==> src/rtl/dig_tick_event_counter.sv <==
// dig_tick_event_counter
// Brings a slow, free-running level into the clk domain, turns each detected
// edge into a one-cycle tick and counts the ticks in a wrapping, clearable
// counter that pulses ovf on every wrap.
// Build option: define DIG_TICK_BOTH_EDGES_EN so that both rising and falling
// edges produce a tick. By default only rising edges do.
module dig_tick_event_counter #(
  parameter int unsigned Bits       = 8,
  parameter int unsigned maxValue   = 255,
  parameter int unsigned SyncStages = 2
) (
  input  logic            PORT_C,
  input  logic            PORT_nRst,
  input  logic            PORT_in,
  input  logic            PORT_en,
  input  logic            PORT_clr,
  output logic            PORT_tick,
  output logic [Bits-1:0] PORT_out,
  output logic            PORT_ovf
);

  localparam logic [Bits-1:0] MAX_COUNT = Bits'(maxValue);
  localparam logic [Bits-1:0] ONE       = Bits'(1);

  logic [SyncStages-1:0] sync_q;
  logic                  hist_q;
  logic                  sync_last;
  logic                  edge_det;
  logic                  at_max;

  assign sync_last = sync_q[SyncStages-1];

  // Synchroniser chain for the asynchronous input level.
  always_ff @(posedge PORT_C or negedge PORT_nRst) begin
    if (!PORT_nRst) begin
      sync_q <= '0;
    end else begin
      sync_q <= {sync_q[SyncStages-2:0], PORT_in};
    end
  end

  // History flop: the synchronised level one cycle ago. Clearing it to 0
  // means a level that is already high at reset release is counted once.
  always_ff @(posedge PORT_C or negedge PORT_nRst) begin
    if (!PORT_nRst) begin
      hist_q <= 1'b0;
    end else begin
      hist_q <= sync_last;
    end
  end

`ifdef DIG_TICK_BOTH_EDGES_EN
  assign edge_det = sync_last ^ hist_q;
`else
  assign edge_det = sync_last & ~hist_q;
`endif

  assign at_max = (PORT_out == MAX_COUNT);

  // Tick is a registered copy of the edge, independent of enable and clear.
  always_ff @(posedge PORT_C or negedge PORT_nRst) begin
    if (!PORT_nRst) begin
      PORT_tick <= 1'b0;
    end else begin
      PORT_tick <= edge_det;
    end
  end

  // Event counter: clear wins, then wrap at the terminal count, then increment.
  always_ff @(posedge PORT_C or negedge PORT_nRst) begin
    if (!PORT_nRst) begin
      PORT_out <= '0;
      PORT_ovf <= 1'b0;
    end else if (PORT_clr) begin
      PORT_out <= '0;
      PORT_ovf <= 1'b0;
    end else if (edge_det && PORT_en) begin
      if (at_max) begin
        PORT_out <= '0;
        PORT_ovf <= 1'b1;
      end else begin
        PORT_out <= PORT_out + ONE;
        PORT_ovf <= 1'b0;
      end
    end else begin
      PORT_ovf <= 1'b0;
    end
  end

endmodule

==> config.mk <==
export PLATFORM = sky130hd
export DESIGN_NAME = dig_tick_event_counter
export DESIGN_NICKNAME = d
export VERILOG_FILES = /design/src/rtl/dig_tick_event_counter.sv
export SDC_FILE = /design/constraint.sdc
export NUM_CORES = 1
export LEC_CHECK = 0
export CAP_MARGIN = 20
export CELL_PAD_IN_SITES_DETAIL_PLACEMENT = 1
export CELL_PAD_IN_SITES_GLOBAL_PLACEMENT = 1
export CORE_AREA = 2 2 45 47
export CTS_CLUSTER_DIAMETER = 80
export DETAILED_ROUTE_END_ITERATION = 8
export DIE_AREA = 0 0 47 49
export HOLD_SLACK_MARGIN = 0.03
export PLACE_DENSITY = 0.74
export REMOVE_ABC_BUFFERS = 1
export SKIP_CTS_REPAIR_TIMING = 1
export SYNTH_ARGS = -nofsm -noshare
export SYNTH_HDL_FRONTEND = slang
export SYNTH_SLANG_ARGS = --single-unit
==> constraint.sdc <==
create_clock -name PORT_C -period 1.5 [get_ports PORT_C]
set_input_delay 0.45 -clock PORT_C [delete_from_list [all_inputs] [get_ports PORT_C]]
set_output_delay 0.45 -clock PORT_C [all_outputs]
set_load 0.005 [all_outputs]
Word-level counts from Yosys, hierarchy flattened
Cells that the tools add are included.
{"block": "op_classes", "add_sub_neg": 1, "n_eq_ne": 1, "muxes": 6, "bitwise_logic": 2, "reduce_logical": 2}
{"operator": "2-to-1 mux 8 bit", "n": 3}
{"operator": "adder 8 x 1 -> 8 bit (second input constant)", "n": 1}
{"operator": "equality test 8 bit (second input constant)", "n": 1}
{"operator": "2-to-1 mux 1 bit", "n": 3}
{"operator": "nonzero test 2 bit", "n": 1}
{"operator": "bitwise AND 1 bit", "n": 1}
{"operator": "logical AND 1 bit", "n": 1}
{"operator": "NOT 1 bit", "n": 1}
{"block": "totals", "ff_bits": 13, "in_bits": 5, "out_inout_bits": 10, "elab_cells": 17}

Logic depth before layout (Yosys ltp)
Gate-level depths: netlist of run 1.
{"block": "logic_depth", "word_depth": 5, "depth_mapped": 5, "mapped_depth_nobuf": 4}

Worst setup path before layout of run 1
Ideal clock, no wire load.
{"block": "synth_timing", "kind": "reg2reg", "startpoint": "reg PORT_out[0]", "endpoint": "reg PORT_out[3]", "setup_ps": 64, "arrival_time_ps": 1257, "required_time_ps": 1436, "slack_ps": 179, "path_stages_with_launch": 5, "n_path_buf": 0, "synth_period_minus_slack_ps": 1321, "path_cell_list": "dfrtp_1 ha_1 a41o_1 nor4b_1 a21o_1"}
{"block": "synth_between", "elab_chain_len": 4, "elab_cells_between_ends": 5, "cone_classes": "add/sub (1); eq/ne (1); mux (3)"}
{"item": "from (decl)", "line_no": "18", "source": "output logic [Bits-1:0] PORT_out,"}
{"item": "from (signal assigned)", "line_no": "82", "source": "PORT_out <= PORT_out + ONE;"}
{"item": "adder 8 x 1 -> 8 bit or equality test 8 bit (tied branches)", "line_no": "82, 58"}
{"item": "2-to-1 mux 8 bit (*)", "line_no": "78", "source": "if (at_max) begin"}
{"item": "2-to-1 mux 8 bit (*)", "line_no": "77", "source": "end else if (edge_det && PORT_en) begin"}
{"item": "2-to-1 mux 8 bit (*)", "line_no": "74", "source": "end else if (PORT_clr) begin"}
Mark *: on every way between the ends. The rest lies on a longest branch, timed or not. The select of a mux whose other input is x is not followed.
A chain may end at the register's enable or synchronous reset.

Final worst setup path of run 1
{"block": "layout_timing", "startpoint": "reg PORT_out[4]", "endpoint": "reg PORT_out[7]"}
Same word-level chain as after synthesis.

==> results.sh, run 1 <==
export IMPL_pin_count=15
export IMPL_arrival_ns=1.70
export IMPL_dp_slack_ns=-0.240
export IMPL_nets=93
export IMPL_clk_insertion_delay_late_ns=0.28
export IMPL_finalCriticalPeriod_ns=1.47
export IMPL_seq_area_um2=327
export IMPL_clk_pin_slew_ns=0.08
export IMPL_worst_pin_slew_ns=0.209
export IMPL_overflow=0
export IMPL_setup_viol=0
export IMPL_synth_edff_count=0
export IMPL_crit_path_start_kind="flip-flop"
export IMPL_rsz0062_at_grt="yes"
export IMPL_grt_pass1_wl_um=2700
export IMPL_path_delay_family="simple AND/OR/NAND/NOR gates"
export IMPL_finalHoldViolCount=0
export IMPL_syn_to_final_growth_pct=65.7
export IMPL_globalplace_congestion=0.784
export IMPL_period_share_pct=98.3
export IMPL_cp_max_fo=3
export IMPL_grt_antenna_before_repair=0
export IMPL_cap_viol_max_count=0
export IMPL_die_x_um=47
export IMPL_fillCellCount=209
export IMPL_slew_headroom_pct=85.9
export IMPL_fin_skew_ns=0.00134
export IMPL_grt_pass1_vias=594
export IMPL_cp_required_ns=1.72
export IMPL_drt_iter0_drc=1
export IMPL_peakVddDrop_mv=0.459
export IMPL_core_area_mm2=0.00184
export IMPL_diodes=0
export IMPL_cts_sinks=13
export IMPL_synth_top_cell_area_share_pct=56.5
export IMPL_htreeDepth=1
export IMPL_synth_warnings=0
export IMPL_cpPeakStageDelay_ns=0.39
export IMPL_netlist_area_um2=576
export IMPL_wl_per_cell_um=15.6
export IMPL_routed_wl_um=1770
export IMPL_yosysSeqAreaShare_pct=56.5
export IMPL_cp_buffers_inverters=1
export IMPL_die_h_um=49
export IMPL_ys_flop_type="dfrtp_1"
export IMPL_synth_seq_cells=13
export IMPL_multi_input_area_um2=279
export IMPL_final_area_um2=953
export IMPL_final_max_slew_viol_count=0
export IMPL_async_reset_ff_share_pct=100
export IMPL_grt_max_degree=14
export IMPL_cts_root_buf="clkbuf_4"
export IMPL_yosysTopAreaCell="dfrtp_1"
export IMPL_layout_drive_gt1_share_pct=32.6
export IMPL_viasPerCell=4.79
export IMPL_ys_types=23
export IMPL_cts_tree="done"
export IMPL_ys_top_cells_by_area="dfrtp_1 57%, nand2_1 4.6%, xor2_1 4.6%, nor2_1 3.9%, a21oi_1 2.6%"
export IMPL_via_count=541
export IMPL_clk_path_buf_depth=2
export IMPL_grt_usage_pct=17.1
export IMPL_outcome="complete, no violations"
export IMPL_endpoint_kind="flip-flop"
export IMPL_yosysMostFrequentCell="dfrtp_1"
export IMPL_syn_area_per_cell_um2=10.7
export IMPL_max_freq_mhz=679
export IMPL_die_area_mm2=0.00230
export IMPL_cp_cell_sequence="buf_4, and4_4, nand4_2, or3_1, a21oi_2"
export IMPL_setup_slack_ns=0.0262
export IMPL_worstHoldPathType="reg2reg"
export IMPL_postRouteAntennaNets=0
export IMPL_place_area_um2=817
export IMPL_synthTopCellsByCount="13 x dfrtp_1, 7 x nand2_1, 6 x nor2_1"
export IMPL_start_util_pct=31.3
export IMPL_dr_pass1_iters=3
export IMPL_powerDensity_mw_per_mm2=684
export IMPL_placement_io_buffers=14
export IMPL_critPathKind="reg2reg"
export IMPL_cts_buffers=3
export IMPL_dp_hpwl_um=1110
export IMPL_power_leakage_uw=0.000605
export IMPL_cp_slowest_cell="dfrtp_1"
export IMPL_synth_cells=54
export IMPL_drcViolationCount=0
export IMPL_num_rows=16
==> report_power, final <==
part | internal (uW) | switching (uW)
Combinational | 30.5 | 29.3
Sequential | 358 | 4.79
Clock | 103 | 126
==> final timing paths <==
path                        startpoint          end  slack (ns)  cells after the start
min in group asynchronous    PORT_nRst  PORT_out[7]        0.46                      2
setup reg to reg           PORT_out[4]  PORT_out[7]        0.03                      5
max in group asynchronous    PORT_nRst  PORT_out[0]        0.86                      2
hold reg to reg              sync_q[0]    sync_q[1]        0.36                      0
setup / recovery           PORT_out[4]  PORT_out[7]        0.03                      5
hold / removal               sync_q[0]    sync_q[1]        0.36                      0
==> stage by stage <==
step                      std cells  TNS [ns]  util (%)  total power (uW)  hold WS, ns
after floorplan                  52         0         -               382        0.154
after global placement          103     -1.15      44.4               421        0.336
after detailed placement        103     -1.43      44.4               423        0.345
after CTS                       107     -1.53      45.8               653        0.360
after global routing            113   -0.0648      51.8               685        0.366
final                           113         0      51.8               652        0.359
==> routing by layer <==
metal,global-route usage [%],vias up,wire [um]
met1,22.8,271,762
met5,0,-,0
met2,24.7,12,910
met4,9.26,0,30
li1,-,255,-
met3,4.07,3,65
==> state kept, by name, indices dropped and copies added, names as in the netlist <==
register	count
hist_q	1
PORT_tick	1
sync_q	2
PORT_out	8
PORT_ovf	1
==> layout make-up <==
cell class	instances	area share [%]
clock buffers	4	2.76
multi-input cells	39	29.3
flip-flops and latches	13	34.3
well taps	27	3.54
repair buffers	30	30.2
==> logic make-up (layout without fill, tap and decap cells) <==
group                      count (synthesis)  count (layout)  synth area share (%)
and+or+nand+nor                           25              25                  23.9
DFF                                       13              13                  56.5
AOI/OAI and AO/OA                         10              10                  11.5
xor gates and xnor gates                   3               3                  4.57
buffers and inverters                      2              34                  1.30
adders and majority gates                  1               1                  2.17
==> placed cells by master (no fill, tap or decap), drive strengths merged, types with 3 or more instances in the layout <==
cell / n
xor2: 3
clkbuf: 4
nand2: 7
nor2: 6
clkdlybuf4s50: 3
dlymetal6s2s: 11
buf: 16
dfrtp: 13
a21oi: 3
(Power assumes the default switching activity.)
==> run 2, diff against run 1 <==
PLACE_DENSITY = 0.76   (was 0.74)
==> run 2 against run 1 <==
Register-to-register slack barely moved. Largest cell class unchanged. Critical path depth did not move. Global-route usage fell by 2.3 points. Fmax fell by 0.81%. Worst setup slack got worse by 0.012 ns. Power fell by 0.63%. Design area rose by 1.7%. Clock power fell by 3%. Sequential share of layout area fell by 0.32 points. Largest power group unchanged.
==> results.sh, run 2 (synthesis results as in run 1) <==
export IMPL_p_switching_uw=155
export IMPL_pin_count=15
export IMPL_crit_path_start_kind="flip-flop"
export IMPL_final_util_pct=52.6
export IMPL_grt_met2_usage_pct=21.9
export IMPL_total_power_uw=648
export IMPL_max_freq_mhz=673
export IMPL_viasPerCell=4.95
export IMPL_cts_sinks=13
export IMPL_met1_usage_pct=20.0
export IMPL_swShare_pct=24.0
export IMPL_setup_viol=0
export IMPL_die_h_um=49
export IMPL_final_area_um2=970
export IMPL_outcome="complete, no violations"
export IMPL_nets=96
export IMPL_final_cell_mix="19 x buf_4, 11 x dlymetal6s2s_1, 10 x dfrtp_1"
export IMPL_routed_wl_um=1820
export IMPL_fin_skew_ns=0.0116
export IMPL_cp_required_ns=1.72
export IMPL_dp_hpwl_um=1080
export IMPL_largest_reg_flops=8
export IMPL_die_area_mm2=0.00230
export IMPL_largest_register="PORT_out"
export IMPL_grt_pass1_wl_um=2440
export IMPL_finalCriticalPeriod_ns=1.49
export IMPL_grt_pass1_vias=558
export IMPL_die_x_um=47
export IMPL_cts_buffers=3
export IMPL_num_rows=16
export IMPL_grt_usage_pct=14.8
export IMPL_top_regs="PORT_out x8, sync_q x2"
export IMPL_fillCellCount=227
export IMPL_pwr_share_seq_pct=56.0
export IMPL_final_max_slew_viol_count=0
export IMPL_drcViolationCount=0
export IMPL_cap_viol_max_count=0
export IMPL_seq_area_um2=329
export IMPL_overflow=0
export IMPL_start_util_pct=31.3
export IMPL_powerDensity_mw_per_mm2=668
export IMPL_core_area_mm2=0.00184
export IMPL_period_share_pct=99.1
export IMPL_arrival_ns=1.70
export IMPL_clockPowerShare_pct=34.3
export IMPL_wl_per_cell_um=15.7
export IMPL_finalHoldViolCount=0
export IMPL_critPathKind="reg2reg"
export IMPL_cp_max_fo=6
export IMPL_rsz0062_at_grt="yes"
export IMPL_cts_tree="done"
export IMPL_grt_util_met3_pct=3.33
export IMPL_postRouteAntennaNets=0
export IMPL_layout_drive_gt1_share_pct=37.1
export IMPL_slew_headroom_pct=86.6
export IMPL_power_leakage_uw=0.000616
export IMPL_power_internal_uw=492
export IMPL_via_count=574
export IMPL_clk_insertion_delay_late_ns=0.28
export IMPL_htreeDepth=1
export IMPL_layout_commonest_cell="buf_4"
export IMPL_worst_pin_slew_ns=0.201
export IMPL_placement_io_buffers=14
export IMPL_grt_antenna_before_repair=0
export IMPL_multi_input_area_um2=270
export IMPL_busiest_layer="met2"
export IMPL_endpoint_kind="flip-flop"
export IMPL_drt_iter0_drc=5
export IMPL_dr_pass1_iters=4
export IMPL_peakVddDrop_mv=0.507
export IMPL_globalplace_congestion=0.788
export IMPL_diodes=0
export IMPL_cts_root_buf="clkbuf_4"
export IMPL_place_area_um2=802
export IMPL_syn_to_final_growth_pct=68.5
export IMPL_pwr_share_comb_pct=9.7
export IMPL_clk_pin_slew_ns=0.09
export IMPL_clk_path_buf_depth=2
export IMPL_grt_max_degree=14
export IMPL_worstHoldPathType="reg2reg"
## run 2: per-stage QoR
stage | instances | setup slack (ns) | hold WS [ns] | TNS, ns
global route | 116 | -0.0427 | 0.375 | -0.102
detailed placement | 101 | -0.286 | 0.340 | -1.69
CTS | 105 | -0.251 | 0.364 | -1.54
global placement | 101 | -0.204 | 0.336 | -1.16
floorplan | 52 | 0.179 | 0.154 | 0
finish | 116 | 0.0142 | 0.362 | 0
## run 2: power groups by stage
| stage | logic, uW | clock network [uW] | registers (uW) |
|---|---|---|---|
| after CTS | 54.2 | 224 | 363 |
| final | 62.7 | 222 | 363 |
| after detailed placement | 53.3 | 0 | 370 |
| after floorplan | 13.2 | 0 | 369 |
| after global routing | 66.9 | 245 | 364 |
| after global placement | 51.4 | 0 | 369 |
## run 2: worst max-delay path, stage by stage, from the launching register on
cell	delay (ns)
dfrtp_2	0.46
buf_4	0.15
ha_1	0.22
a41o_4	0.24
nor4b_2	0.22
a21o_1	0.13
## run 2: worst paths after layout
path	startpoint	to	slack [ns]	depth (start not counted)
max	PORT_out[0]	PORT_out[3]	0.01	5
min	sync_q[0]	sync_q[1]	0.36	0
max reg2reg	PORT_out[0]	PORT_out[3]	0.01	5
min in group asynchronous	PORT_nRst	PORT_tick	0.47	2
max in group asynchronous	PORT_nRst	PORT_out[3]	0.85	2
min reg2reg	sync_q[0]	sync_q[1]	0.36	0
## run 2: routing by layer
metal  part of all wire, %  routed length (um)  up-vias
met2                    50                 919       15
met4                   1.9                  35        0
met3                   3.3                  60        4
met5                     0                   0        -
li1                      -                   -      263
met1                    44                 808      292
## run 2: area by class of cell
type	count	share of cell area (%)
clock buffer	4	2.71
sequential	13	33.9
multi-input combinational	39	27.9
timing repair buffer	33	32.0
tap	27	3.48
==> run 3, diff against run 2 <==
CORE_AREA = 8 8 51 53   (was 2 2 45 47)
DIE_AREA = 0 0 59 61   (was 0 0 47 49)
==> run 3 against run 2 <==
Worst hold slack got worse by 0.0039 ns. Wire length rose by 1.9%. Count of clock-buffer cells in the layout did not move. Critical endpoint is now PORT_out[7]. Largest power group unchanged.
==> results.sh, run 3 (synthesis results as in run 1) <==
export IMPL_pwr_share_comb_pct=10.5
export IMPL_drt_iter0_drc=6
export IMPL_outcome="complete, no violations"
export IMPL_crit_path_start_kind="flip-flop"
export IMPL_worstHoldPathType="reg2reg"
export IMPL_cp_cell_sequence="buf_4, and4_4, nand4_2, or3_1, a21oi_1"
export IMPL_globalplace_congestion=0.830
export IMPL_cts_root_buf="clkbuf_4"
export IMPL_largest_register="PORT_out"
export IMPL_clk_pin_slew_ns=0.09
export IMPL_slew_headroom_pct=85.8
export IMPL_endpoint_kind="flip-flop"
export IMPL_cts_tree="done"
export IMPL_worst_pin_slew_ns=0.213
export IMPL_layout_commonest_cell="buf_4"
export IMPL_dr_pass1_iters=4
export IMPL_placed_cells=102
export IMPL_path_delay_family="simple AND/OR/NAND/NOR gates"
export IMPL_period_share_pct=98.6
export IMPL_htreeDepth=1
export IMPL_largest_reg_flops=8
export IMPL_setup_viol=0
export IMPL_die_area_mm2=0.00360
export IMPL_cpPeakStageDelay_ns=0.40
export IMPL_instances_no_fill=118
export IMPL_pin_count=15
export IMPL_whs_ns=0.358
export IMPL_clockPowerShare_pct=34.8
export IMPL_cts_sinks=13
export IMPL_placement_io_buffers=14
export IMPL_dp_slack_ns=-0.251
export IMPL_setup_slack_ns=0.0217
export IMPL_syn_to_final_growth_pct=72.8
export IMPL_p_switching_uw=164
export IMPL_peakVddDrop_mv=0.456
export IMPL_viasPerCell=4.75
export IMPL_cp_required_ns=1.71
export IMPL_grt_max_degree=14
export IMPL_top_regs="PORT_out x8, sync_q x2"
export IMPL_finalCriticalPeriod_ns=1.48
export IMPL_clk_path_buf_depth=2
export IMPL_grt_usage_pct=9.54
export IMPL_swShare_pct=24.8
export IMPL_final_util_pct=54.0
export IMPL_fin_skew_ns=0.0121
export IMPL_cts_buffers=3
export IMPL_overflow=0
export IMPL_clk_insertion_delay_late_ns=0.29
export IMPL_die_x_um=59
export IMPL_setup_worst_path_start="PORT_out[4]"
export IMPL_num_rows=16
export IMPL_max_freq_mhz=676
export IMPL_cp_max_fo=3
export IMPL_final_cell_mix="21 x buf_4, 11 x dfrtp_1, 10 x dlymetal6s2s_1"
export IMPL_wl_per_cell_um=15.7
export IMPL_power_internal_uw=498
export IMPL_layout_drive_gt1_share_pct=36.3
export IMPL_tns_ns=0
export IMPL_powerDensity_mw_per_mm2=665
export IMPL_cp_slowest_cell="dfrtp_1"
export IMPL_grt_pass1_wl_um=2530
export IMPL_drcViolationCount=0
export IMPL_cp_buffers_inverters=1
export IMPL_nets=98
export IMPL_critPathKind="reg2reg"
export IMPL_cap_viol_max_count=0
export IMPL_grt_pass1_vias=560
export IMPL_pwr_share_seq_pct=54.6
export IMPL_die_h_um=61
export IMPL_arrival_ns=1.69
export IMPL_start_util_pct=31.3
export IMPL_routed_wl_um=1860
export IMPL_via_count=561
export IMPL_diodes=0
export IMPL_dp_hpwl_um=1080
export IMPL_power_leakage_uw=0.000622
export IMPL_final_max_slew_viol_count=0
export IMPL_grt_antenna_before_repair=0
export IMPL_finalHoldViolCount=0
export IMPL_holdCritStartpoint="sync_q[0]"
export IMPL_core_area_mm2=0.00184
export IMPL_reg2reg_from="PORT_out[4]"
export IMPL_postRouteAntennaNets=0
run 3: changes by cell type in the layout (fill, tap and decap cells not counted), sizes merged:
cell / previous run / this run
dlymetal6s2s: 11 / 10
buf: 19 / 21
clkdlybuf4s50: 3 / 4
run 3: final cells by class:
cell class                      count  area [um2]
Sequential cell                    13         328
Timing Repair Buffer               35         323
Tap cell                           27        33.8
Clock buffer                        4        26.3
Multi-Input combinational cell     39         284
Fill cell                         208         847
run 3: worst reg2reg max path: cells and delay by family (launching register included):
family                 cells  cell delay, ns
and+or+nand+nor            3            0.73
DFF                        1            0.40
buffers and inverters      1            0.13
AOI/OAI and AO/OA          1            0.13
run 3: power by group through the flow:
stage          registers, uW  clock network [uW]  logic [uW]
2_1_floorplan            369                   0        13.2
3_3_place_gp             369                   0        52.6
3_5_place_dp             369                   0        53.6
4_1_cts                  362                 230        54.0
5_1_grt                  362                 248        76.1
6_report                 361                 230        69.8
run 3: worst paths after layout:
kind,endpoint,slack [ns],cells past startpoint
setup / recovery,PORT_out[7],0.02,5
hold / removal,sync_q[1],0.36,0
setup reg to reg,PORT_out[7],0.02,5
hold reg to reg,sync_q[1],0.36,0
max in group asynchronous,PORT_out[0],0.88,2
min in group asynchronous,PORT_out[2],0.45,2
run 3: per-stage QoR:
step,cell area [um2],total power (uW)
2_1_floorplan,568,382
3_3_place_gp,810,422
3_5_place_dp,810,423
4_1_cts,836,646
5_1_grt,995,686
6_report,995,661
run 3: layer usage:
metal  wire length [um]  vias to the layer above  part of all wire (%)  global-route usage (%)
met5                  0                        -                     0                       0
met4                 54                        0                   2.9                    6.14
met3                 70                        5                   3.8                    3.18
met2                855                       12                    46                    15.7
met1                877                      277                    47                    10.3
li1                   -                      267                     -                       -
